File: config.mk
export PLATFORM = sky130hd
export DESIGN_NAME = cache_miss_seq
export DESIGN_NICKNAME = d
export VERILOG_FILES = /design/src/rtl/cache_miss_seq.sv
export SDC_FILE = /design/constraint.sdc
export NUM_CORES = 1
export LEC_CHECK = 0
export BUFFER_PORTS_ARGS = -buffer_cell sky130_fd_sc_hd__buf_2
export CAP_MARGIN = 0
export CORE_MARGIN = 10
export CORE_UTILIZATION = 50
export DETAILED_ROUTE_END_ITERATION = 12
export GPL_TIMING_DRIVEN = 0
export PLACE_DENSITY = 0.89
export SETUP_SLACK_MARGIN = 0.5
export SLEW_MARGIN = 15
export SYNTH_ARGS = -nofsm -noshare
export SYNTH_HDL_FRONTEND = slang
export SYNTH_SLANG_ARGS = --single-unit
File: constraint.sdc
create_clock -name clock -period 5.72 [get_ports clock]
set_input_delay 1.43 -clock clock [delete_from_list [all_inputs] [get_ports clock]]
set_output_delay 1.43 -clock clock [all_outputs]
set_load 0.05 [all_outputs]
File: src/rtl/cache_miss_seq.sv
// ============================================================================
// Module   : cache_miss_seq
// Purpose  : Blocking L1 miss sequencer: victim write-back, then line refill.
// Revision : 1.0  initial release
// ============================================================================
`default_nettype none

module cache_miss_seq #(
   parameter int WAYS       = 4,
   parameter int LINE_WORDS = 4,
   parameter int IDXW       = $clog2(LINE_WORDS)
) (
   input  logic                    clock,
   input  logic                    reset,
   input  logic                    miss_valid,
   output logic                    miss_ready,
   input  logic [31:0]             miss_addr,
   input  logic [31:0]             victim_addr,
   input  logic [32*LINE_WORDS-1:0] victim_line,
   input  logic [WAYS-1:0]         way_replace_en,
   input  logic                    need_send,
   output logic                    repl_en,
   output logic                    wr_valid,
   input  logic                    wr_ready,
   output logic [31:0]             wr_addr,
   output logic [31:0]             wr_data,
   output logic                    wr_last,
   output logic                    rd_req_valid,
   input  logic                    rd_req_ready,
   output logic [31:0]             rd_addr,
   input  logic                    rd_data_valid,
   input  logic [31:0]             rd_data,
   input  logic                    rd_last,
   output logic                    fill_we,
   output logic [WAYS-1:0]         fill_way,
   output logic [IDXW-1:0]         fill_idx,
   output logic [31:0]             fill_data,
   output logic                    busy,
   output logic                    done,
   output logic                    err
);

   typedef enum logic [2:0] {
      S_IDLE  = 3'd0,
      S_WB    = 3'd1,
      S_RREQ  = 3'd2,
      S_RFILL = 3'd3,
      S_DONE  = 3'd4
   } state_t;

   localparam logic [IDXW-1:0] LAST_IDX = IDXW'(LINE_WORDS - 1);

   state_t                    state_q, state_d;
   logic [IDXW-1:0]           cnt_q, cnt_d;
   logic [31:0]               rd_addr_q, rd_addr_d;
   logic [31:0]               wr_addr_q, wr_addr_d;
   logic [32*LINE_WORDS-1:0]  line_q, line_d;
   logic [WAYS-1:0]           way_q, way_d;
   logic                      err_q, err_d;

   logic                      accept;
   logic                      cnt_last;

   assign accept   = miss_valid && (state_q == S_IDLE);
   assign cnt_last = (cnt_q == LAST_IDX);

   always_comb begin
      state_d   = state_q;
      cnt_d     = cnt_q;
      rd_addr_d = rd_addr_q;
      wr_addr_d = wr_addr_q;
      line_d    = line_q;
      way_d     = way_q;
      err_d     = err_q;
      case (state_q)
         S_IDLE: begin
            if (accept) begin
               rd_addr_d = miss_addr;
               wr_addr_d = victim_addr;
               line_d    = victim_line;
               way_d     = way_replace_en;
               cnt_d     = '0;
               state_d   = need_send ? S_WB : S_RREQ;
            end
         end
         S_WB: begin
            if (wr_ready) begin
               if (cnt_last) begin
                  cnt_d   = '0;
                  state_d = S_RREQ;
               end else begin
                  cnt_d = cnt_q + 1'b1;
               end
            end
         end
         S_RREQ: begin
            if (rd_req_ready) begin
               state_d = S_RFILL;
            end
         end
         S_RFILL: begin
            if (rd_data_valid) begin
               // Beat count ends the refill; rd_last is only cross-checked.
               if (rd_last != cnt_last) begin
                  err_d = 1'b1;
               end
               if (cnt_last) begin
                  cnt_d   = '0;
                  state_d = S_DONE;
               end else begin
                  cnt_d = cnt_q + 1'b1;
               end
            end
         end
         S_DONE: begin
            state_d = S_IDLE;
         end
         default: begin
            state_d = S_IDLE;
         end
      endcase
   end

   always_ff @(posedge clock) begin
      if (reset) begin
         state_q   <= S_IDLE;
         cnt_q     <= '0;
         rd_addr_q <= '0;
         wr_addr_q <= '0;
         line_q    <= '0;
         way_q     <= '0;
         err_q     <= 1'b0;
      end else begin
         state_q   <= state_d;
         cnt_q     <= cnt_d;
         rd_addr_q <= rd_addr_d;
         wr_addr_q <= wr_addr_d;
         line_q    <= line_d;
         way_q     <= way_d;
         err_q     <= err_d;
      end
   end

   assign miss_ready   = (state_q == S_IDLE);
   assign repl_en      = accept;
   assign wr_valid     = (state_q == S_WB);
   assign wr_addr      = wr_addr_q;
   assign wr_data      = line_q[{cnt_q, 5'd0} +: 32];
   assign wr_last      = (state_q == S_WB) && cnt_last;
   assign rd_req_valid = (state_q == S_RREQ);
   assign rd_addr      = rd_addr_q;
   assign fill_we      = (state_q == S_RFILL) && rd_data_valid;
   assign fill_way     = way_q;
   assign fill_idx     = cnt_q;
   assign fill_data    = rd_data;
   assign busy         = (state_q != S_IDLE);
   assign done         = (state_q == S_DONE);
   assign err          = err_q;

endmodule

`default_nettype wire
== Yosys cells after proc, flatten, opt, wreduce, memory -nomap -nowiden ==
Index checks and enable logic that the tools add are counted.

* Reductions and logical operators: 10
* Mux-type cells: 13
* Shift operators: 1
* Equality and inequality tests: 12
* $add $sub $neg: 1

{| class="wikitable"
|+ Operator list
! kind !! count
|-
| $shiftx A128 B8 Y32 || 1
|-
| $mux W3 || 6
|-
| $pmux W3 S4 || 1
|-
| $mux W2 || 5
|-
| $ne A2 B1 Y1 const B || 4
|-
| $eq A3 B2 Y1 const B || 2
|-
| $pmux W2 S3 || 1
|-
| $reduce_and A6 Y1 || 1
|-
| $reduce_bool A3 Y1 || 2
|-
| $ne A2 B2 Y1 const B || 2
|-
| $reduce_and A4 Y1 || 1
|-
| $eq A3 B1 Y1 const B || 1
|-
| $eq A3 B3 Y1 const B || 1
|-
| $logic_and A1 B1 Y1 || 3
|-
| $logic_not A3 Y1 || 1
|-
| $reduce_and A3 Y1 || 1
|-
| $add A2 B1 Y2 const B || 1
|-
| $eq A2 B2 Y1 const B || 1
|-
| $reduce_and A2 Y1 || 1
|-
| $ne A1 B1 Y1 || 1
|}

* Input bits: 236
* Register bits after elaboration: 202
* Output and inout bits: 143
* Logic and storage cells: 44

== Logic depth before layout (Yosys ltp) ==
* Depth after elaboration: 4
* Gate-level depth with buffers: 8
* Depth with buffers taken out: 4

== Worst setup path before layout ==
No wires, ideal clock.

* Path type: reg2out
* Start: register state_q[0]
* End: output port wr_last
* Arrival time: 2.438 ns
* Stages on the path, launching flop included: 4
* Path buffers: 1
* Path slack: 1.852 ns
* Required time: 4.290 ns
* Cells stage by stage: dfxtp_1 > clkbuf_1 > nor3b_1 > and2_1

* Cells in the longest elaborated chain, start to end: 2

{| class="wikitable"
|+ RTL lines
! element !! line !! source
|-
| start: declaration || 53 || <nowiki>state_t state_q, state_d;</nowiki>
|-
| start signal: assignment || 134 || <nowiki>state_q <= state_d;</nowiki>
|-
| $eq A3 B1 Y1 || - ||
|-
| net wr_valid || 23 || <nowiki>output logic wr_valid,</nowiki>
|-
| $logic_and A1 B1 Y1 || 149 || <nowiki>assign wr_last = (state_q == S_WB) && cnt_last;</nowiki>
|-
| end: declaration || 27 || <nowiki>output logic wr_last,</nowiki>
|}

The timed path passes the listed nets, and every way through them passes these cells.

== Worst setup path in the final report ==
* Start: input port miss_valid
* End: output port repl_en

* Cells in the longest elaborated chain, start to end: 1

{| class="wikitable"
|+ RTL lines
! element !! line !! source
|-
| start: declaration || 15 || <nowiki>input logic miss_valid,</nowiki>
|-
| $logic_and A1 B1 Y1 || 64 || <nowiki>assign accept = miss_valid && (state_q == S_IDLE);</nowiki>
|-
| end: declaration || 22 || <nowiki>output logic repl_en,</nowiki>
|}

No other way between the ends.

==> out/results.tsv <==
metric	value	unit
status	finished clean	
final_nets	1571	
syn-num-nets	1202	
p_clk_share	38.1	%
grt-ovfl-total	0	
ys_warn_count	0	
hpwl	22300	um
layout_min_cycle_time	4.35	ns
synthFlopType	dfxtp_1	
min-delay-path-class	reg2reg	
core	0.0159	sq mm
p_seq_share	41.6	%
fin_skew	0.0231	ns
p_sw_share	30.4	%
synth_area_leaders	dfxtp_1, nand2_1, a21oi_1, mux4_2, buf_4	
crit_required	4.29	ns
ioPinCount	379	
dieHeight	147	um
synth_fa_ha_area_share	0.154	%
switchingPower	1.14	mW
finalCritPeriodShare	76.0	%
drv_slew	0	
cts_resized	0	
holdBufCountCts	0	
powerDensity	344	mW/mm^2
drive_above_1_share	35.5	%
areaGrowthSynthToFinish	33.7	%
dr.pass1.iters	5	
htree_levels	1	
cts.clk_slew.worst_paths	0.06	ns
clock_latency	0.51	ns
max_slew.worst_pin.slew	0.690	ns
cts_tree	done	
dieWidth	147	um
worstSetupEndpointType	output port	
drc_errors	0	
cts-root-buf	clkbuf_16	
top_usage_layer	met2	
yosys.area.top_type	dfxtp_1	
grt_setup_unrepaired	false	
synth_seq_cells	202	
synth-edff-count	0	
finalSetupTns	0	ns
wire_per_inst	19.0	um
grt_antenna_before_repair	4	
peakVddDrop	0.214	mV
max_stage_delay	0.42	ns
portBuffers	345	
cp-start-kind	primary input	
synth_compound_area_share	12.7	%
synthesis.area	0.00812	sq mm
grtUsageMet2	44.2	%
finalPower	3.73	mW
critPathArrivalTime	2.92	ns
grt_usage	25.6	%
r2r_slack	3.63	ns
post-cts-setup-buffers	0	
crit_top_cell	buf_2	
place_ws	1.39	ns
cts-buffers-inserted	22	
grt_start_max_net_pins	14	
clkSinkCount	202	
grt_pass1_wl	44900	um
synth.area.mux_share	9.37	%
multiInputGateArea	0.00341	sq mm
finalWorstSetupSlack	1.37	ns
synth_xor_area_share	0.108	%
async_reset_ff_share	0	%
regArea	0.00404	sq mm
initial_utilization	51.1	%
fmax	230	MHz
max-cap-violations	0	
yosysTopAreaCellShare	49.8	%
relSlewSlack	54.0	%
grt_pass1_vias	8402	
drt_iter0_drc	541	
use_met3	6.65	%
fp-row-count	46	
viasPerCell	5.27	
fp.dieArea	0.0217	sq mm
ant_nets	0	
avgSynthCellArea	8.41	sq um
cts_buffer_depth	3	
setup_viol	0	
syn_inst	965	
p_int	2.60	mW
hold_viol	0	
vias	8269	
grt_use_met1	29.0	%
gp_congestion	0.870	
pwr-share-comb	20.3	%
crit_type	in2out	
ys_types	31	
synthSimpleGateAreaFrac	19.7	%
ys_seq_area_share	49.8	%
worstPathCellList	buf_2, or4b_1, buf_2, clkinv_2, buf_2, buf_2	
cp_max_fo	10	
n_fill_cell	1257	
crit_slowest_cell	or4b_1	
leakage	4.90	nW
hold_ws	0.450	ns
wirelength	29700	um
synth_top_family_by_area	simple AND/OR/NAND/NOR gates	
-- worst max-delay path, delay by kind of cell --
family	cells	cell delay, ns
buffers and inverters	5	1.06
AND/OR/NAND/NOR	1	0.42
-- final timing paths --
check	end	cells past startpoint	from
setup / recovery	repl_en	6	miss_valid
hold / removal	wr_addr[21]$_SDFFE_PP0P_	2	wr_addr[21]$_SDFFE_PP0P_
setup reg to reg	line_q[30]$_SDFFE_PP0P_	7	state_q[2]$_SDFFE_PP0P_
hold reg to reg	wr_addr[21]$_SDFFE_PP0P_	2	wr_addr[21]$_SDFFE_PP0P_
-- flip-flops by register name, summed over array words and instances (netlist names) --
name and count:
fill_idx 2, state_q 3, wr_addr 32, rd_addr 32
fill_way 4, err 1, line_q 128
-- layout make-up --
class / instances / share of cell area, %
clock inverters: 5 / 0.496
plain buffers: 109 / 6.02
clock buffers: 33 / 6.20
diodes: 4 / 0.0923
repair buffers: 345 / 15.9
well taps: 216 / 2.49
multi-input cells: 651 / 31.4
flip-flops and latches: 202 / 37.3
inverters: 3 / 0.115
-- metrics by stage --
step / area, sq um / utilization, % / std cells
detailed placement: 10100 / 63.7 / 1526
global placement: 10100 / 63.7 / 1526
CTS: 10800 / 68.2 / 1564
finish: 10900 / 68.3 / 1568
global route: 10900 / 68.3 / 1568
floorplan: 8120 / - / 965
-- synth_stat cells, types with 2 or more instances --
cell type and count:
nor3_1 2, nor3b_1 2, nor2_1 3, mux2i_1 4
dfxtp_1 202, nand2b_1 2, nand2_1 393, buf_4 35
buf_6 12, clkbuf_1 44, mux4_2 32, inv_1 2
a21oi_1 197, buf_2 18
-- layer usage --
metal,up-vias,part of all wire [%]
met3,100,8.6
li1,3897,-
met2,428,50
met5,-,0
met1,3844,37
met4,0,4.4
-- placed cells by master, fill, tap and decap left out, types with 2 or more instances in the layout --
cell / netlist / routed
inv_1: 2 / 2
clkbuf_8: 0 / 6
mux4_2: 32 / 32
buf_6: 12 / 12
a21oi_1: 197 / 197
mux2i_1: 4 / 4
dfxtp_1: 202 / 202
buf_4: 35 / 35
buf_2: 18 / 363
nand2b_1: 2 / 2
clkinv_2: 1 / 4
nand2_1: 393 / 393
nor3b_1: 2 / 2
nor2_1: 3 / 3
clkbuf_1: 44 / 48
clkbuf_16: 0 / 23
nor3_1: 2 / 2
diode_2: 0 / 4
-- logic make-up after synthesis --
| family | count (synthesis) |
|---|---|
| AOI/OAI and AO/OA | 202 |
| DFF | 202 |
| muxes | 36 |
| adders and majority gates | 1 |
| and+or+nand+nor | 411 |
| xor gates and xnor gates | 1 |
| buffers and inverters | 112 |
-- power groups by stage --
stage / Clock (mW) / Combinational (mW) / Sequential, mW
6_report: 1.42 / 0.756 / 1.55
3_3_place_gp: 0 / 0.737 / 1.58
4_1_cts: 1.44 / 0.755 / 1.55
5_1_grt: 1.50 / 0.807 / 1.56
2_1_floorplan: 0 / 0.409 / 1.68
3_5_place_dp: 0 / 0.750 / 1.58
Power figures use the tool's default switching activity.
